<file path="config.mk">
export PLATFORM = sky130hd
export DESIGN_NAME = ne_coeff_sched
export DESIGN_NICKNAME = d
export VERILOG_FILES = /design/src/rtl/ne_pkg.sv /design/src/rtl/ne_skid_fifo.sv /design/src/rtl/ne_coeff_sched.sv
export SDC_FILE = /design/constraint.sdc
export NUM_CORES = 1
export LEC_CHECK = 0
export CAP_MARGIN = 5
export CORE_AREA = 2 2 413 415
export CTS_BUF_LIST = sky130_fd_sc_hd__clkbuf_16
export CTS_CLUSTER_DIAMETER = 30
export DETAILED_ROUTE_END_ITERATION = 6
export DIE_AREA = 0 0 415 417
export GPL_ROUTABILITY_DRIVEN = 0
export GPL_TIMING_DRIVEN = 0
export HOLD_SLACK_MARGIN = 0.02
export PLACE_DENSITY_LB_ADDON = 0.05
export SYNTH_ARGS = -nofsm -noshare
export SYNTH_HDL_FRONTEND = slang
export SYNTH_SLANG_ARGS = --single-unit
</file>
<file path="constraint.sdc">
create_clock -name i_clk -period 12.4 [get_ports i_clk]
set_clock_uncertainty 0.2 [all_clocks]
set_input_delay 1.86 -clock i_clk [delete_from_list [all_inputs] [get_ports i_clk]]
set_output_delay 1.86 -clock i_clk [all_outputs]
set_load 0.03 [all_outputs]
</file>
<file path="src/rtl/ne_pkg.sv">
// Shared neural-engine definitions: coeff buffer geometry, scheduler states
// and small sizing helpers used by the coefficient fetch path.
package ne_pkg;

    localparam int COEFF_ADDR_W = 9;
    localparam int COEFF_DATA_W = 512;
    localparam int SCHED_REP_W  = 8;
    localparam int SCHED_FIFO_D = 2;

    typedef logic [COEFF_DATA_W-1:0] coeff_row_t;

    typedef enum logic [1:0] {
        IDLE  = 2'd0,
        FETCH = 2'd1,
        DRAIN = 2'd2
    } ne_sched_state_t;

    // Width needed to hold an occupancy count of 0..depth inclusive.
    function automatic int ne_cnt_w(input int depth);
        return $clog2(depth + 1);
    endfunction

endpackage

</file>
<file path="src/rtl/ne_skid_fifo.sv">
// Small synchronous FIFO with registered head and synchronous flush; used to
// absorb rows returned by the coeff buffer while the MAC array stalls.
module ne_skid_fifo
    import ne_pkg::*;
#(
    parameter int DEPTH = 2,
    parameter int WIDTH = 8
) (
    input  logic                         i_clk,
    input  logic                         i_rst,
    input  logic                         i_flush,
    input  logic                         i_push,
    input  logic                         i_pop,
    input  logic [WIDTH-1:0]             i_din,
    output logic [WIDTH-1:0]             o_dout,
    output logic [$clog2(DEPTH+1)-1:0]   o_count,
    output logic                         o_empty,
    output logic                         o_full
);

    localparam int PTR_W = (DEPTH > 1) ? $clog2(DEPTH) : 1;
    localparam int CNT_W = ne_cnt_w(DEPTH);

    logic [WIDTH-1:0] r_mem [DEPTH];
    logic [PTR_W-1:0] r_wrPtr;
    logic [PTR_W-1:0] r_rdPtr;
    logic [CNT_W-1:0] r_count;
    logic             w_doPush;
    logic             w_doPop;

    function automatic logic [PTR_W-1:0] ptrInc(input logic [PTR_W-1:0] p);
        return (p == PTR_W'(DEPTH - 1)) ? '0 : p + PTR_W'(1);
    endfunction

    // A push into a full FIFO only lands when the head leaves in the same cycle.
    assign w_doPop  = i_pop && !o_empty;
    assign w_doPush = i_push && (!o_full || w_doPop);

    always_ff @(posedge i_clk) begin
        if (i_rst) begin
            for (int i = 0; i < DEPTH; i++) begin
                r_mem[i] <= '0;
            end
        end else if (w_doPush && !i_flush) begin
            r_mem[r_wrPtr] <= i_din;
        end
    end

    always_ff @(posedge i_clk) begin
        if (i_rst || i_flush) begin
            r_wrPtr <= '0;
            r_rdPtr <= '0;
            r_count <= '0;
        end else begin
            if (w_doPush) begin
                r_wrPtr <= ptrInc(r_wrPtr);
            end
            if (w_doPop) begin
                r_rdPtr <= ptrInc(r_rdPtr);
            end
            case ({w_doPush, w_doPop})
                2'b10:   r_count <= r_count + CNT_W'(1);
                2'b01:   r_count <= r_count - CNT_W'(1);
                default: r_count <= r_count;
            endcase
        end
    end

    assign o_dout  = r_mem[r_rdPtr];
    assign o_count = r_count;
    assign o_empty = (r_count == '0);
    assign o_full  = (r_count == CNT_W'(DEPTH));

endmodule

</file>
<file path="src/rtl/ne_coeff_sched.sv">
// Coefficient fetch scheduler: walks a window of coeff buffer rows for a number
// of passes, reads them through the arbiter and streams them to the MAC array.
module ne_coeff_sched
    import ne_pkg::*;
#(
    parameter int ADDR_W = COEFF_ADDR_W,
    parameter int DATA_W = COEFF_DATA_W,
    parameter int REP_W  = SCHED_REP_W,
    parameter int FIFO_D = SCHED_FIFO_D
) (
    input  logic              i_clk,
    input  logic              i_rst,
    input  logic              i_start,
    input  logic              i_abort,
    input  logic [ADDR_W-1:0] i_cfg_base,
    input  logic [ADDR_W-1:0] i_cfg_rows,
    input  logic [REP_W-1:0]  i_cfg_reps,
    output logic              o_busy,
    output logic              o_done,
    output logic              o_err,
    output logic              o_rreq,
    input  logic              i_rack,
    output logic [ADDR_W-1:0] o_raddr,
    input  logic [DATA_W-1:0] i_rdata,
    output logic              o_m_valid,
    input  logic              i_m_ready,
    output logic [DATA_W-1:0] o_m_data,
    output logic              o_m_last,
    output logic              o_m_final
);

    localparam int CNT_W  = ne_cnt_w(FIFO_D);
    localparam int FIFO_W = DATA_W + 2;

    ne_sched_state_t r_state;
    ne_sched_state_t w_nextState;

    logic [ADDR_W-1:0] r_base;
    logic [ADDR_W-1:0] r_rows;
    logic [ADDR_W-1:0] r_rowCnt;
    logic [ADDR_W-1:0] r_raddr;
    logic [REP_W-1:0]  r_reps;
    logic [REP_W-1:0]  r_repCnt;
    logic              r_inflight;
    logic              r_inflightLast;
    logic              r_inflightFinal;
    logic              r_emptyDone;
    logic              r_err;

    logic              w_cfgEmpty;
    logic              w_startIdle;
    logic              w_startOk;
    logic              w_pop;
    logic              w_rreq;
    logic              w_grant;
    logic              w_rowLast;
    logic              w_jobFinal;
    logic              w_finalHs;
    logic [CNT_W:0]    w_used;
    logic [FIFO_W-1:0] w_fifoDin;
    logic [FIFO_W-1:0] w_fifoDout;
    logic [CNT_W-1:0]  w_fifoCount;
    logic              w_fifoEmpty;
    logic              w_fifoFull;

    assign w_cfgEmpty  = (i_cfg_rows == '0) || (i_cfg_reps == '0);
    assign w_startIdle = i_start && !i_abort && (r_state == IDLE);
    assign w_startOk   = w_startIdle && !w_cfgEmpty;
    assign w_pop       = !w_fifoEmpty && i_m_ready;

    // Credits: a head leaving this cycle frees its slot for a request issued now,
    // which keeps one row per cycle flowing with a two-entry buffer.
    assign w_used  = (CNT_W+1)'(w_fifoCount) + (CNT_W+1)'(r_inflight) - (CNT_W+1)'(w_pop);
    assign w_rreq  = (r_state == FETCH) && (w_used < (CNT_W+1)'(FIFO_D));
    assign w_grant = w_rreq && i_rack && !i_abort;

    assign w_rowLast  = (r_rowCnt == (r_rows - ADDR_W'(1)));
    assign w_jobFinal = w_rowLast && (r_repCnt == (r_reps - REP_W'(1)));
    assign w_finalHs  = (r_state == DRAIN) && w_pop && w_fifoDout[0] && !i_abort;

    always_ff @(posedge i_clk) begin
        if (i_rst) begin
            r_state <= IDLE;
        end else begin
            r_state <= w_nextState;
        end
    end

    always_comb begin
        w_nextState = r_state;
        o_busy      = (r_state != IDLE);
        o_rreq      = w_rreq;
        o_done      = r_emptyDone || w_finalHs;
        if (i_abort) begin
            w_nextState = IDLE;
        end else begin
            case (r_state)
                IDLE:    if (w_startOk) w_nextState = FETCH;
                FETCH:   if (w_grant && w_jobFinal) w_nextState = DRAIN;
                DRAIN:   if (w_finalHs) w_nextState = IDLE;
                default: w_nextState = IDLE;
            endcase
        end
    end

    always_ff @(posedge i_clk) begin
        if (i_rst) begin
            r_base          <= '0;
            r_rows          <= '0;
            r_reps          <= '0;
            r_rowCnt        <= '0;
            r_repCnt        <= '0;
            r_raddr         <= '0;
            r_inflight      <= 1'b0;
            r_inflightLast  <= 1'b0;
            r_inflightFinal <= 1'b0;
            r_emptyDone     <= 1'b0;
            r_err           <= 1'b0;
        end else begin
            r_emptyDone     <= w_startIdle && w_cfgEmpty;
            r_err           <= i_start && !i_abort && (r_state != IDLE);
            r_inflight      <= w_grant;
            r_inflightLast  <= w_grant && w_rowLast;
            r_inflightFinal <= w_grant && w_jobFinal;
            if (w_startOk) begin
                r_base   <= i_cfg_base;
                r_rows   <= i_cfg_rows;
                r_reps   <= i_cfg_reps;
                r_rowCnt <= '0;
                r_repCnt <= '0;
                r_raddr  <= i_cfg_base;
            end else if (w_grant) begin
                if (w_rowLast) begin
                    r_rowCnt <= '0;
                    r_raddr  <= r_base;
                    r_repCnt <= r_repCnt + REP_W'(1);
                end else begin
                    r_rowCnt <= r_rowCnt + ADDR_W'(1);
                    r_raddr  <= r_raddr + ADDR_W'(1);
                end
            end
        end
    end

    // A returning row is captured unconditionally; the credit check above must
    // already have reserved its slot.
    always_ff @(posedge i_clk) begin
        if (!i_rst && !i_abort) begin
            assert (!(r_inflight && w_fifoFull && !w_pop));
        end
    end

    assign w_fifoDin = {i_rdata, r_inflightLast, r_inflightFinal};

    ne_skid_fifo #(
        .DEPTH (FIFO_D),
        .WIDTH (FIFO_W)
    ) u_fifo (
        .i_clk   (i_clk),
        .i_rst   (i_rst),
        .i_flush (i_abort),
        .i_push  (r_inflight),
        .i_pop   (w_pop),
        .i_din   (w_fifoDin),
        .o_dout  (w_fifoDout),
        .o_count (w_fifoCount),
        .o_empty (w_fifoEmpty),
        .o_full  (w_fifoFull)
    );

    assign o_err     = r_err;
    assign o_raddr   = r_raddr;
    assign o_m_valid = !w_fifoEmpty;
    assign o_m_data  = w_fifoDout[FIFO_W-1:2];
    assign o_m_last  = w_fifoDout[1];
    assign o_m_final = w_fifoDout[0];

endmodule

</file>
# Yosys cells after proc, flatten, opt, wreduce, memory -nomap -nowiden
# Memories as Yosys holds them, arrays and structs flattened. A register that Yosys moved wholly into a read port is not among the register bits.
# Cells that the tools add are included.
word_totals:
  reg_bits: 63
  ramBits: 1028
  input_bits: 544
  wordCells: 97
  mem_count: 1
op_classes:
  add_sub_neg: 11
  order_cmp: 1
  n_eq_ne: 10
  n_mux: 21
  n_reduce_logical: 38
memory_table:
  columns: ["memory", "depth", "word_bits", "rd", "rd_clocked_by_memory_dff", "wr", "line_no", "source"]
  rows:
  - ["u_fifo.r_mem", 2, 514, 1, 1, 2, "ne_skid_fifo.sv:24", "logic [WIDTH-1:0] r_mem [DEPTH];"]
op_table:
  columns: ["operator", "count"]
  rows:
  - ["514-bit 2-to-1 mux", 1]
  - ["514-bit OR reduction", 1]
  - ["9-bit 2-to-1 mux", 4]
  - ["9-bit by 1-bit adder with 9-bit output (second input constant)", 2]
  - ["1-bit logical AND", 18]
  - ["1-bit 2-to-1 mux", 11]
  - ["9-bit equality test", 1]
  - ["9-bit logical NOT", 1]
  - ["9-bit by 1-bit subtractor with 9-bit output (second input constant)", 1]
  - ["8-bit by 1-bit adder with 8-bit output (second input constant)", 1]
  - ["8-bit equality test", 1]
  - ["8-bit logical NOT", 1]
  - ["8-bit by 1-bit subtractor with 8-bit output (second input constant)", 1]
  - ["2-bit equality test (second input constant)", 3]
  - ["2-bit 2-to-1 mux", 3]
  - ["2-bit one-hot mux with 3 select lines", 1]
  - ["2-bit nonzero test", 3]
  - ["2-bit by 1-bit equality test with 1-bit output (second input constant)", 2]
  - ["1-bit logical NOT", 4]
  - ["2-bit logical NOT", 2]
  - ["1-bit logical OR", 4]
  - ["2-bit inequality test (second input constant)", 2]
  - ["2-bit one-hot mux with 2 select lines", 1]
  - ["2-bit OR reduction", 2]
  - ["other kinds (9)", 10]

# Longest topological paths before layout
logic_depth:
  depth_word: 12
  mapped_depth: 12
  mapped_depth_nobuf: 11

# Modules after synthesis
# A second synthesis with hierarchy kept.
hier_totals:
  hier_cells: 3194
  hier_area_um2: 47972.3
by_module_without_submodules:
  columns: ["module", "n_inst", "cells_per_inst", "area_per_inst_um2", "seq_area_each_um2"]
  rows:
  - ["ne_skid_fifo", 1, 2773, 44585.3, 30969.7]
  - ["ne_coeff_sched", 1, 421, 3387.0, 1181.1]

# Worst setup path before layout
# OpenSTA, ideal clock, no wires.
synth_timing:
  kind: "input to register"
  start: "in i_rst"
  end: "mem u_fifo.r_mem[0][0] (netlist bit), enable pin"
  setup_time_ps: 668
  arrival_ps: 9041
  required_time_ps: 11532
  setup_slack_ps: 2491
  stages: 6
  path_cell_list: "clkbuf_1 -> or2_2 -> clkbuf_1 -> nor3_1 -> clkbuf_1 -> or2_2"
synth_rtl:
  columns: ["element", "line_no", "source"]
  rows:
  - ["start, declared", "ne_coeff_sched.sv:12", "input logic i_rst,"]
  - ["end, declared", "ne_skid_fifo.sv:24", null]

==> flow_metrics.tcl <==
set metrics [dict create \
    p_leak_nw 26.8 \
    vdd.ir_drop.worst_mv 0.141 \
    via_count 31500 \
    clkLatencyLatePin_ns 0.88 \
    grt_pass1_vias 32700 \
    synth_mux_area_share_pct 12.3 \
    synth_xor_area_share_pct 0.720 \
    hold_viol 0 \
    max_cap_violations 0 \
    synth-compound-area-share_pct 1.20 \
    grt_max_degree 55 \
    synth_nets 3745 \
    yosys.area_share.simple_pct 16.0 \
    wl_mm 177 \
    postCtsHoldBufs 0 \
    worst_pin_slew_ns 1.11 \
    setup_violations 0 \
    post-dp-hpwl_mm 130 \
    clk_pin_slew_ns 0.04 \
    fmax_mhz 153 \
    row_count 151 \
    worstPathRequired_ns 10.34 \
    cts_sinks 1092 \
    post_cts_buffers 0 \
    area_delta_synth_final_pct 50.7 \
    track_usage_pct 20.0 \
    hold_class "register to register" \
    cts_inserted_buffers 328 \
    clock_path_buffers 4 \
    hp-start "r_base[6]" \
    max_slew_margin_pct 25.6 \
    core_area_sq_um 169000 \
    fin_tns_setup_ns 0 \
    final_cell_mix "clkdlybuf4s50_1, and2_1, edfxtp_1" \
    drv_slew 0 \
    ys_async_sr_fraction_pct 0 \
    final_common_cell "clkdlybuf4s50_1" \
    synth_top_family_by_area "simple AND/OR/NAND/NOR gates" \
    ant_nets 0 \
    first_iter_violations 1615 \
    io_buffers 1070 \
    synth-edff-count 1028 \
    nFillCells 15800 \
    layout-drive-gt1-share_pct 20.4 \
    worst_hold_slack_ns 0.247 \
    dr.pass1.iters 5 \
    htree_num_levels 5 \
    period_needed_ns 6.55 \
    vias_per_cell 4.44 \
    synthAdderAreaFrac_pct 0.227 \
    cts_tree "done" \
    critPathArrivalTime_ns 4.49 \
    period_share_pct 52.9 \
    die_y_um 417 \
    r2r_start "u_fifo.o_count[0]" \
    ys.warnings.count 0 \
    yosys.area.top_type "edfxtp_1" \
    cts-root-buf "clkbuf_16" \
    fin_util_pct 42.4 \
    die_w_um 415 \
    yosys.area.top_type_share_pct 65.1 \
    rsz0062_at_grt "false" \
    layout.nets 5168 \
    initial_utilization_pct 28.1 \
    synth.area.top_cells "edfxtp_1, and2_1, mux2_2" \
    yosysSeqAreaShare_pct 67.8 \
    route.detailed.drc 0 \
    synthFlopType "edfxtp_1" \
    synth_area_per_cell_sq_um 14.9 \
    syn_inst 3193 \
    status "complete, no violations" \
    crit_type "register to primary output" \
    grt_pass1_wl_mm 247 \
    wire_per_inst_um 25.0 \
    grt_overflow_total 0 \
    cts_resized 0 \
    start_kind "register" \
    cp_max_fo 10 \
    cp-end-kind "primary output" \
    die-area_sq_um 173000 \
    netlist_area_sq_um 47400 \
    grt_antenna_before_repair 77 \
    ys_ff_latch 1092 \
    io_pins 1072 \
    powerDensity_nw_per_um2 173 \
    synth_cell_type_count 61 \
]
[final cells by class]
cell class	count	area [sq um]	share of cell area, %
sequential	1092	32200	45.0
timing repair buffer	1093	11300	15.8
clock buffer	339	8480	11.9
tap	2218	2780	3.88
buffer	195	767	1.07
inverter	12	45.0	0.0630
multi-input combinational	1894	14500	20.3
clock inverter	224	1440	2.01
antenna	15	37.5	0.0525
[final timing paths]
kind,endpoint,slack (ns),depth (start not counted)
max reg2reg,o_raddr[5],8.41,12
max,o_m_data[293],5.85,5
min reg2reg,r_base[6],0.25,2
min,r_base[6],0.25,2
[through the flow]
stage / power [mW] / std cells / area [sq um] / setup WS, ns
2_1_floorplan: 4.59 / 3193 / 47400 / 2.49
3_3_place_gp: 5.06 / 6481 / 60900 / -4.06
3_5_place_dp: 5.01 / 6504 / 61500 / 5.92
4_1_cts: 12.5 / 7067 / 71400 / 5.41
5_1_grt: 12.8 / 7074 / 71500 / 5.41
6_report: 12.4 / 7082 / 71500 / 5.85
[Yosys cell counts (2+ instances only)]
library cell	n
mux2i_1	7
a21oi_1	41
xor2_1	20
nor4b_1	9
buf_2	12
and4_1	2
and2_1	1034
ha_1	7
nand3_1	22
xnor2_1	19
buf_1	6
nor3b_1	7
and3_1	2
mux2_2	514
nand3b_1	3
nand4_1	7
edfxtp_1	1028
nor3_1	12
clkbuf_1	174
or3_4	2
o211ai_1	7
o21ai_0	6
nor3_2	4
or3_1	12
or4b_1	2
nor4_1	2
o21a_1	3
nor3b_2	2
nor2_1	33
a211oi_1	3
or4_1	4
or2_2	5
buf_6	2
nand2b_1	5
nand2_1	69
inv_1	12
o2111ai_1	7
dfxtp_1	64
[logic make-up (layout without fill, tap and decap cells)]
group | count (synthesis) | after routing
buffers and inverters | 207 | 1863
AO/OA/AOI/OAI | 82 | 82
multiplexers | 521 | 521
adder cells (fa/ha/maj) | 8 | 8
flip-flops | 1092 | 1092
other | 0 | 15
XOR/XNOR | 39 | 39
AND/OR/NAND/NOR | 1244 | 1244
[critical path, stage by stage, from the launching register on]
cell and delay, ns:
dfxtp_1 0.29, clkbuf_1 0.63, clkbuf_1 0.76, clkbuf_1 0.75, mux2_2 0.42, clkdlybuf4s50_1 0.72
[power breakdown]
group	internal (mW)	switching, mW	leakage, nW
registers	4.16	0.0347	11.1
logic	0.349	0.395	10.5
clock network	5.19	2.24	5.14
[sequential cells by signal (all words and copies together), names as in the netlist, 2 cells and up, named ones only]
register and count:
o_raddr 9, r_repCnt 8, r_rowCnt 9, u_fifo.r_mem 1028, r_state 2, r_base 9, r_rows 9, u_fifo.o_count 2
r_reps 8
[layer usage]
| layer | vias up | part of all wire [%] | GRT usage (%) |
|---|---|---|---|
| met2 | 1102 | 53 | 36.3 |
| met1 | 15500 | 37 | 21.8 |
| met4 | 38 | 2.7 | 6.64 |
| met3 | 373 | 7.1 | 6.86 |
| li1 | 14400 | - | - |
| met5 | - | 0.14 | 0 |
(Power assumes the default switching activity.)
